[src/rtl/priority_arbiter_rr.sv]
// Registered N-way arbiter: fixed-priority (highest index) or round-robin winner
// selection, with the grant held until the holder strobes rel.
module priority_arbiter_rr #(
  parameter int N  = 4,
  parameter int W  = $clog2(N),
  parameter int RR = 0
) (
  input  logic         clk,
  input  logic         rst,
  input  logic [N-1:0] req,
  input  logic         rel,
  output logic         gnt_valid,
  output logic [W-1:0] gnt_idx,
  output logic [N-1:0] gnt_onehot,
  output logic         none
);

  typedef enum logic [0:0] {
    IDLE  = 1'b0,
    GRANT = 1'b1
  } state_t;

  state_t       state_q, state_d;
  logic [W-1:0] ptr_q, ptr_d;
  logic [W-1:0] gntIdx_q, gntIdx_d;
  logic         gntValid_q, gntValid_d;
  logic         none_q, none_d;
  logic [W-1:0] winIdx;
  int           rrIdx;

  // Later assignments override earlier ones, so each search visits the
  // highest-priority candidate last.
  always_comb begin
    winIdx = '0;
    rrIdx  = 0;
    if (RR != 0) begin
      for (int off = N - 1; off >= 0; off--) begin
        rrIdx = int'(ptr_q) - off;
        if (rrIdx < 0) rrIdx = rrIdx + N;
        if (req[rrIdx]) winIdx = W'(rrIdx);
      end
    end else begin
      for (int i = 0; i < N; i++) begin
        if (req[i]) winIdx = W'(i);
      end
    end
  end

  always_comb begin
    state_d    = state_q;
    ptr_d      = ptr_q;
    gntIdx_d   = gntIdx_q;
    gntValid_d = gntValid_q;
    none_d     = none_q;
    case (state_q)
      IDLE: begin
        if (|req) begin
          state_d    = GRANT;
          gntValid_d = 1'b1;
          gntIdx_d   = winIdx;
          none_d     = 1'b0;
          ptr_d      = (winIdx == '0) ? W'(N - 1) : winIdx - W'(1);
        end else begin
          none_d = 1'b1;
        end
      end
      GRANT: begin
        // Release drops the grant now; re-arbitration waits for the next edge.
        if (rel) begin
          state_d    = IDLE;
          gntValid_d = 1'b0;
          gntIdx_d   = '0;
        end
      end
      default: begin
        state_d    = IDLE;
        gntValid_d = 1'b0;
        gntIdx_d   = '0;
        none_d     = 1'b0;
      end
    endcase
  end

  always_ff @(posedge clk) begin
    if (rst) begin
      state_q    <= IDLE;
      ptr_q      <= W'(N - 1);
      gntIdx_q   <= '0;
      gntValid_q <= 1'b0;
      none_q     <= 1'b0;
    end else begin
      state_q    <= state_d;
      ptr_q      <= ptr_d;
      gntIdx_q   <= gntIdx_d;
      gntValid_q <= gntValid_d;
      none_q     <= none_d;
    end
  end

  always_comb begin
    gnt_onehot = '0;
    for (int i = 0; i < N; i++) begin
      gnt_onehot[i] = gntValid_q && (gntIdx_q == W'(i));
    end
  end

  assign gnt_valid = gntValid_q;
  assign gnt_idx   = gntIdx_q;
  assign none      = none_q;

endmodule

[config.mk]
export PLATFORM = sky130hd
export DESIGN_NAME = priority_arbiter_rr
export DESIGN_NICKNAME = d
export VERILOG_FILES = /design/src/rtl/priority_arbiter_rr.sv
export SDC_FILE = /design/constraint.sdc
export NUM_CORES = 1
export LEC_CHECK = 0
export BUFFER_PORTS_ARGS = -buffer_cell sky130_fd_sc_hd__buf_2
export CORE_AREA = 2 2 39 41
export CTS_CLUSTER_DIAMETER = 30
export DETAILED_ROUTE_END_ITERATION = 10
export DIE_AREA = 0 0 41 43
export PLACE_DENSITY = 0.39
export SETUP_SLACK_MARGIN = 0.4
export SYNTH_ARGS = -nofsm -noshare
export SYNTH_HDL_FRONTEND = slang
export SYNTH_SLANG_ARGS = --single-unit
export TNS_END_PERCENT = 20
[constraint.sdc]
create_clock -name clk -period 1.4 [get_ports clk]
set_input_delay 0.14 -clock clk [delete_from_list [all_inputs] [get_ports clk]]
set_output_delay 0.14 -clock clk [all_outputs]
set_load 0.01 [all_outputs]
Word level (Yosys, flattened, before mapping)
Cells that the tools add are included.

Register bits: 5. Output and inout bits: 8. Word-level logic and storage cells: 30.

Eq/ne operators: 5. Mux-type cells: 13. Bitwise logic cells: 1. Reductions and logical operators: 7.

Operators with widths (number): $mux 2 (4); $mux 1 (6); $eq 2x2->1 const B (2); $logic_and 1x1->1 (4); $ne 2x2->1 const B (2); $pmux 1 s2 (2); $pmux 2 s2 (1); $reduce_or 4->1 (1); $eq 2x1->1 const B (1); $logic_not 2->1 (1); $reduce_and 2->1 (1); $not 1->1 (1).

Depth between registers and ports, before layout
Gate-level depths: netlist of run 1.

Depth in word-level cells: 5. Gate-level depth with buffers: 3. Depth with buffers taken out: 3.

Worst setup path after synthesis of run 1
OpenSTA, ideal clock, no wires.

Kind: register to output. Start: register gntValid_q, in the netlist gnt_valid. End: output port gnt_onehot[2]. Arrival: 0.805 ns. Path slack: 0.455 ns. Cell stages (with the launch flop): 3. Buffers on the path: 0. Cell sequence: dfxtp_1 > inv_1 > nor3b_1.

Word-level cells in the longest chain between the ends: 1.

Ends and longest elaborated chain: from (decl) (RTL line 26) `logic gntValid_q, gntValid_d;`; from (signal assigned) (RTL line 95) `gntValid_q <= gntValid_d;`; $logic_and 1x1->1 (RTL line 103) `gnt_onehot[i] = gntValid_q && (gntIdx_q == W'(i));`; to (decl) (RTL line 14) `output logic [N-1:0] gnt_onehot,`.

No other way between the ends.

Worst setup path in the final report of run 1
Start: register gntValid_q, in the netlist gnt_valid. End: output port gnt_onehot[3].

The elaborated chain is that of the path after synthesis.

==> results of run 1 <==
## state kept, by name, summed over array words and instances (netlist names)
signal and count:
gnt_idx 2, gnt_valid 1, none 1, state_q 1
## routing by layer
metal	wire length, um	track usage (%)
met1	269	8.39
met2	301	12.5
met5	0	0
met4	0	8.00
met3	57	4.71
## stage by stage
stage                     setup WS, ps  area (um^2)
final                              318          398
after global placement             442          333
after detailed placement           455          333
after global routing               273          398
after CTS                          313          398
after floorplan                    455          243
## Yosys cell counts
cell | count | area share (%)
nor2_1 | 3 | 4.6
nand2_1 | 2 | 3.1
nor4_1 | 1 | 2.6
nand3b_1 | 1 | 3.1
a22oi_1 | 1 | 3.1
nand3_1 | 1 | 2.1
nor2b_1 | 1 | 2.6
inv_1 | 1 | 1.5
nor3b_1 | 1 | 3.1
nor3_1 | 1 | 2.1
a31oi_1 | 1 | 2.6
and3_1 | 1 | 2.6
nor3_4 | 1 | 6.7
o21bai_1 | 1 | 3.1
dfxtp_1 | 5 | 41
a221oi_1 | 3 | 11
nand2b_1 | 2 | 5.2
## area by class of cell
type | instances | share of cell area (%)
Sequential cell | 5 | 26.1
Tap cell | 16 | 5.03
Inverter | 1 | 0.943
Timing Repair Buffer | 16 | 23.9
Clock buffer | 4 | 6.60
Multi-Input combinational cell | 21 | 37.4
## worst paths after layout
check	start	end	slack, ps	cells after the start
worst max register to register	state_q	gnt_idx[0]	470	3
worst min register to register	gnt_valid	gnt_valid	510	2
worst min-delay path	rst	gnt_idx[0]	110	2
worst max-delay path	gnt_valid	gnt_onehot[3]	320	3
## critical path, stage by stage, from the launching register on
cell,delay (ps)
dfxtp_2,330
buf_6,110
and3_4,150
buf_6,110
## timing repair
action                                  in CTS  in global routing
pin swaps                                    1                  0
endpoints found under the setup margin       4                  6
resized for setup                            7                  1
gates cloned                                 0                  0
buffers inserted                             2                  0
## power groups by stage
stage          sequential, mW  clock, mW  combinational [mW]
4_1_cts                 0.170      0.180              0.0713
2_1_floorplan           0.172          0              0.0264
3_5_place_dp            0.171          0              0.0596
5_1_grt                 0.172      0.191              0.0784
3_3_place_gp            0.170          0              0.0604
6_report                0.170      0.169              0.0701
## cell families after synthesis
kind of cell           count (synthesis)  synth area share [%]
AO/OA/AOI/OAI                          6                  19.6
flip-flops                             5                  41.2
buffers and inverters                  1                  1.54
AND/OR/NAND/NOR                       15                  37.6
==> impl_metrics.sql, run 1 <==
INSERT INTO impl_metrics (metric_group, metric, value, unit) VALUES
('global_routing', 'total_congestion_overflow_after_global_routing', '0', ''),
('critical_path', 'critical_path.endpoint_type', 'output port', ''),
('power', 'worst_ir_drop_vdd', '0.320', 'mV'),
('sta', 'relSlewSlack', '81.6', '%'),
('final_layout', 'n_antenna_cell', '0', ''),
('synthesis', 'avgSynthCellArea', '8.99', 'um^2'),
('final_layout', 'final_common_cell', 'buf_2', ''),
('die', 'fp-row-count', '14', ''),
('routing', 'route.detailed.wl_per_inst', '9.95', 'um'),
('final_layout', 'register_area', '104', 'um^2'),
('routing', 'postRouteAntennaNets', '0', ''),
('final_layout', 'syn_to_final_growth', '63.9', '%'),
('sta', 'hold_viol_final', '0', ''),
('power', 'netSwitchingFraction', '26.7', '%'),
('die', 'fp.dieW', '41', 'um'),
('synthesis', 'synth_seq_cells', '5', ''),
('critical_path', 'critPathMaxFanout', '3', ''),
('sta', 'whs', '106', 'ps'),
('clocking', 'clock-root-buffer', 'clkbuf_4', ''),
('die', 'placeableCoreArea', '0.00138', 'mm^2'),
('clocking', 'cts.htree.levels', '1', ''),
('critical_path', 'setup.worst_path.start_class', 'flop', ''),
('die', 'initial_core_util', '17.5', '%'),
('clocking', 'clkSlewWorstSetupHoldPaths', '50', 'ps'),
('critical_path', 'worst-endpoint-required', '1260', 'ps'),
('final_layout', 'postLayoutCoreUtil', '28.8', '%'),
('power', 'p_per_area', '1030', 'mW/mm^2'),
('placement', 'port_buffers', '14', ''),
('clocking', 'clk-insertion-delay-late', '240', 'ps'),
('sta', 'worst_slew_pin_slew', '275', 'ps'),
('power', 'share_seq_of_total_power', '41.6', '%'),
('synthesis', 'cell_area_after_synthesis', '243', 'um^2'),
('sta', 'tns', '0', 'ps'),
('routing', 'dr_total_vias', '290', ''),
('final_layout', 'drive_above_1_share', '55.3', '%'),
('synthesis', 'yosysUniqueCellTypes', '17', ''),
('sta', 'report.final.slew_viol_count', '0', ''),
('routing', 'drt_pass1_iterations', '3', ''),
('die', 'die_height', '43', 'um'),
('final_layout', 'num-fill-cells', '160', ''),
('power', 'power_report.internal_total', '300', 'uW'),
('global_routing', 'grt_antenna_before_repair', '0', ''),
('routing', 'drt_iter0_drc', '2', ''),
('placement', 'dp_cell_count', '57', ''),
('synthesis', 'synth.yosys.seq_area_share', '41.2', '%'),
('clocking', 'max-clock-path-buffers', '2', ''),
('global_routing', 'gr-usage-all-layers', '8.74', '%'),
('routing', 'avgViaCountPerCell', '4.60', ''),
('synthesis', 'synthesis.nets', '34', ''),
('sta', 'setup_violations', '0', ''),
('sta', 'layout_min_cycle_time', '1080', 'ps'),
('clocking', 'cts_sinks', '5', ''),
('clocking', 'tritoncts', 'done', ''),
('global_routing', 'grt_max_degree', '8', ''),
('sta', 'setup_repair_after_global_routing_missed_its_margin', 'true', ''),
('hold_path', 'hold_crit_path_type', 'input port to flop', ''),
('power', 'power.leakage', '0.175', 'nW'),
('clocking', 'hold_buffers', '0', ''),
('job', 'maxCapViolations', '0', ''),
('final_layout', 'area_occupied_by_multi_input_gates', '149', 'um^2'),
('routing', 'drc_errors', '0', ''),
('power', 'power.share.clock', '41.3', '%'),
('sta', 'max_freq', '0.924', 'GHz'),
('critical_path', 'path_class', 'flop to output port', ''),
('placement', 'gp_routability_congestion', '0.735', ''),
('sta', 'fin_skew', '6.15', 'ps'),
('synthesis', 'synth-warning-count', '0', ''),
('clocking', 'numCtsBuffers', '3', ''),
('placement', 'dp_hpwl', '480', 'um'),
('die', 'die_area', '0.00176', 'mm^2'),
('run_status', 'status', 'complete, no violations', ''),
('sta', 'crit_share_post_route', '77.3', '%'),
('final_layout', 'final_cells', '63', ''),
('global_routing', 'vias_in_the_first_global_route', '261', ''),
('routing', 'final_wl', '627', 'um'),
('synthesis', 'syn-instance-count', '27', ''),
('global_routing', 'grt_pass1_wl', '972', 'um'),
('final_layout', 'nNetsFinal', '55', ''),
('power', 'power.total', '409', 'uW'),
('power', 'combinationalPowerShare', '17.1', '%'),
('die', 'boundaryPins', '15', ''),
('critical_path', 'arrival', '940', 'ps'),
('final_layout', 'layout_common_cells', '13 x buf_2, 3 x nor2_1, 3 x a221oi_1, 3 x clkbuf_4, 3 x dfxtp_2', ''),
('power', 'switchingPower', '109', 'uW');
Power figures use the tool's default switching activity.
==> run 2, diff against run 1 <==
Clock period 1.4 ns to 1.1 ns, I/O delays scaled along.
==> impl_metrics.sql, run 2 (same netlist as run 1, synthesis figures left out) <==
INSERT INTO impl_metrics (metric_group, metric, value, unit) VALUES
('final_layout', 'syn_to_final_growth', '90.7', '%'),
('critical_path', 'arrival', '930', 'ps'),
('sta', 'fin_skew', '2.19', 'ps'),
('sta', 'setup_violations', '0', ''),
('final_layout', 'layout_common_cells', '12 x buf_2, 4 x dfxtp_4', ''),
('routing', 'drt_iter0_drc', '7', ''),
('global_routing', 'grt_antenna_before_repair', '0', ''),
('sta', 'crit_share_post_route', '94.7', '%'),
('die', 'fp-row-count', '14', ''),
('power', 'power.leakage', '0.204', 'nW'),
('die', 'die_height', '43', 'um'),
('clocking', 'clk-insertion-delay-late', '240', 'ps'),
('critical_path', 'critPathMaxFanout', '5', ''),
('power', 'power_report.internal_total', '396', 'uW'),
('critical_path', 'cp-startpoint', 'gnt_valid', ''),
('die', 'boundaryPins', '15', ''),
('global_routing', 'gr-usage-all-layers', '8.25', '%'),
('sta', 'fin_ws', '58.8', 'ps'),
('power', 'combinationalPowerShare', '21.2', '%'),
('sta', 'max_freq', '0.960', 'GHz'),
('clocking', 'clock-root-buffer', 'clkbuf_4', ''),
('clocking', 'tritoncts', 'done', ''),
('global_routing', 'grt_pass1_wl', '945', 'um'),
('final_layout', 'nNetsFinal', '57', ''),
('sta', 'whs', '107', 'ps'),
('critical_path', 'worst_r2r_startpoint', 'state_q', ''),
('placement', 'port_buffers', '14', ''),
('power', 'p_per_area', '1180', 'mW/mm^2'),
('critical_path', 'path_class', 'flop to output port', ''),
('clocking', 'clkSlewWorstSetupHoldPaths', '40', 'ps'),
('power', 'switchingPower', '153', 'uW'),
('critical_path', 'worst-endpoint-required', '990', 'ps'),
('routing', 'avgViaCountPerCell', '4.45', ''),
('power', 'power.total', '548', 'uW'),
('critical_path', 'regToRegEndpoint', 'gnt_idx[0]', ''),
('power', 'power.share.clock', '39.0', '%'),
('sta', 'relSlewSlack', '76.1', '%'),
('final_layout', 'drive_above_1_share', '71.4', '%'),
('critical_path', 'critical_path.endpoint_type', 'output port', ''),
('global_routing', 'vias_in_the_first_global_route', '250', ''),
('placement', 'place_ws', '265', 'ps'),
('final_layout', 'largest_reg_flops', '2', ''),
('hold_path', 'min_delay_path_depth', '2', ''),
('power', 'share_seq_of_total_power', '39.8', '%'),
('sta', 'layout_min_cycle_time', '1040', 'ps'),
('critical_path', 'r2r_slack', '120', 'ps'),
('run_status', 'status', 'complete, no violations', ''),
('critical_path', 'setup.worst_path.start_class', 'flop', ''),
('die', 'die_area', '0.00176', 'mm^2'),
('critical_path', 'rr_worst_depth', '3', ''),
('routing', 'final_wl', '717', 'um'),
('clocking', 'cts.htree.levels', '1', ''),
('job', 'maxCapViolations', '0', ''),
('placement', 'gp_routability_congestion', '0.783', ''),
('final_layout', 'n_antenna_cell', '0', ''),
('hold_path', 'timing.hold.worst.start', 'rst', ''),
('power', 'worst_ir_drop_vdd', '0.477', 'mV'),
('routing', 'drt_pass1_iterations', '3', ''),
('power', 'netSwitchingFraction', '27.8', '%'),
('routing', 'postRouteAntennaNets', '0', ''),
('sta', 'hold_viol_final', '0', ''),
('sta', 'setup_repair_after_global_routing_missed_its_margin', 'true', ''),
('global_routing', 'grt_max_degree', '8', ''),
('routing', 'drc_errors', '0', ''),
('clocking', 'max-clock-path-buffers', '2', ''),
('clocking', 'numCtsBuffers', '3', ''),
('die', 'initial_core_util', '17.5', '%'),
('die', 'fp.dieW', '41', 'um'),
('clocking', 'cts_sinks', '5', ''),
('sta', 'worst_slew_pin_slew', '355', 'ps'),
('final_layout', 'final_common_cell', 'buf_2', ''),
('die', 'placeableCoreArea', '0.00138', 'mm^2'),
('hold_path', 'hold_crit_path_type', 'input port to flop', ''),
('global_routing', 'total_congestion_overflow_after_global_routing', '0', ''),
('critical_path', 'timing_endpoint_of_the_critical_path', 'gnt_onehot[2]', ''),
('routing', 'route.detailed.wl_per_inst', '11.0', 'um'),
('routing', 'dr_total_vias', '289', ''),
('sta', 'report.final.slew_viol_count', '0', '');
run 2: changes by cell type in the layout (fill, tap and decap cells not counted), moves of 2 or more:
cell / previous run / this run
a221oi_2: 0 / 3
a221oi_1: 3 / 0
dfxtp_1: 2 / 0
dfxtp_2: 3 / 1
dfxtp_4: 0 / 4
buf_4: 1 / 3
run 2: what timing repair did:
action                                  4_1_cts  5_1_grt
pin swaps                                     1       10
resized for setup                             1       11
hold buffers                                  0        0
endpoints found under the setup margin       13       13
setup buffers                                 1        2
run 2: area by class of cell:
class	count	area, um^2
multi-input combinational	21	178
inverter	1	6.26
timing repair buffer	18	116
tap	16	20.0
fill	158	921
clock buffer	4	26.3
sequential	5	116
run 2: power groups by stage:
stage,sequential [mW],clock (mW),combinational (mW)
4_1_cts,0.219,0.222,0.0872
3_5_place_dp,0.221,0,0.0819
3_3_place_gp,0.219,0,0.0834
5_1_grt,0.220,0.237,0.126
6_report,0.218,0.214,0.116
2_1_floorplan,0.221,0,0.0365
run 2: how the worst min path moves through the flow:
| stage | end | slack (ps) |
|---|---|---|
| finish | gnt_valid | 110 |
| CTS | gnt_idx[0] | 80 |
| global route | gnt_valid | 100 |
| floorplan | gnt_idx[0] | 170 |
| detailed placement | gnt_idx[0] | 340 |
| global placement | gnt_idx[0] | 330 |
run 2: worst max-delay path, stage by stage, from the launching register on:
cell and delay [ps]:
dfxtp_4 370, inv_4 40, nor3b_2 140, buf_2 150
run 2: layer usage:
metal,vias up,part of all wire (%),global-route usage [%]
li1,146,-,-
met1,131,41,9.39
met2,12,49,10.6
met3,0,9.5,3.66
met4,0,0,8.00
met5,-,0,0
run 2: stage by stage:
stage | TNS, ps | util, % | cell area, um^2 | cells
6_report | 0 | 33.5 | 463 | 65
3_5_place_dp | 0 | 26.0 | 360 | 58
4_1_cts | 0 | 28.7 | 397 | 63
5_1_grt | -17.7 | 33.5 | 463 | 65
3_3_place_gp | 0 | 26.0 | 360 | 58
2_1_floorplan | 0 | - | 263 | 27
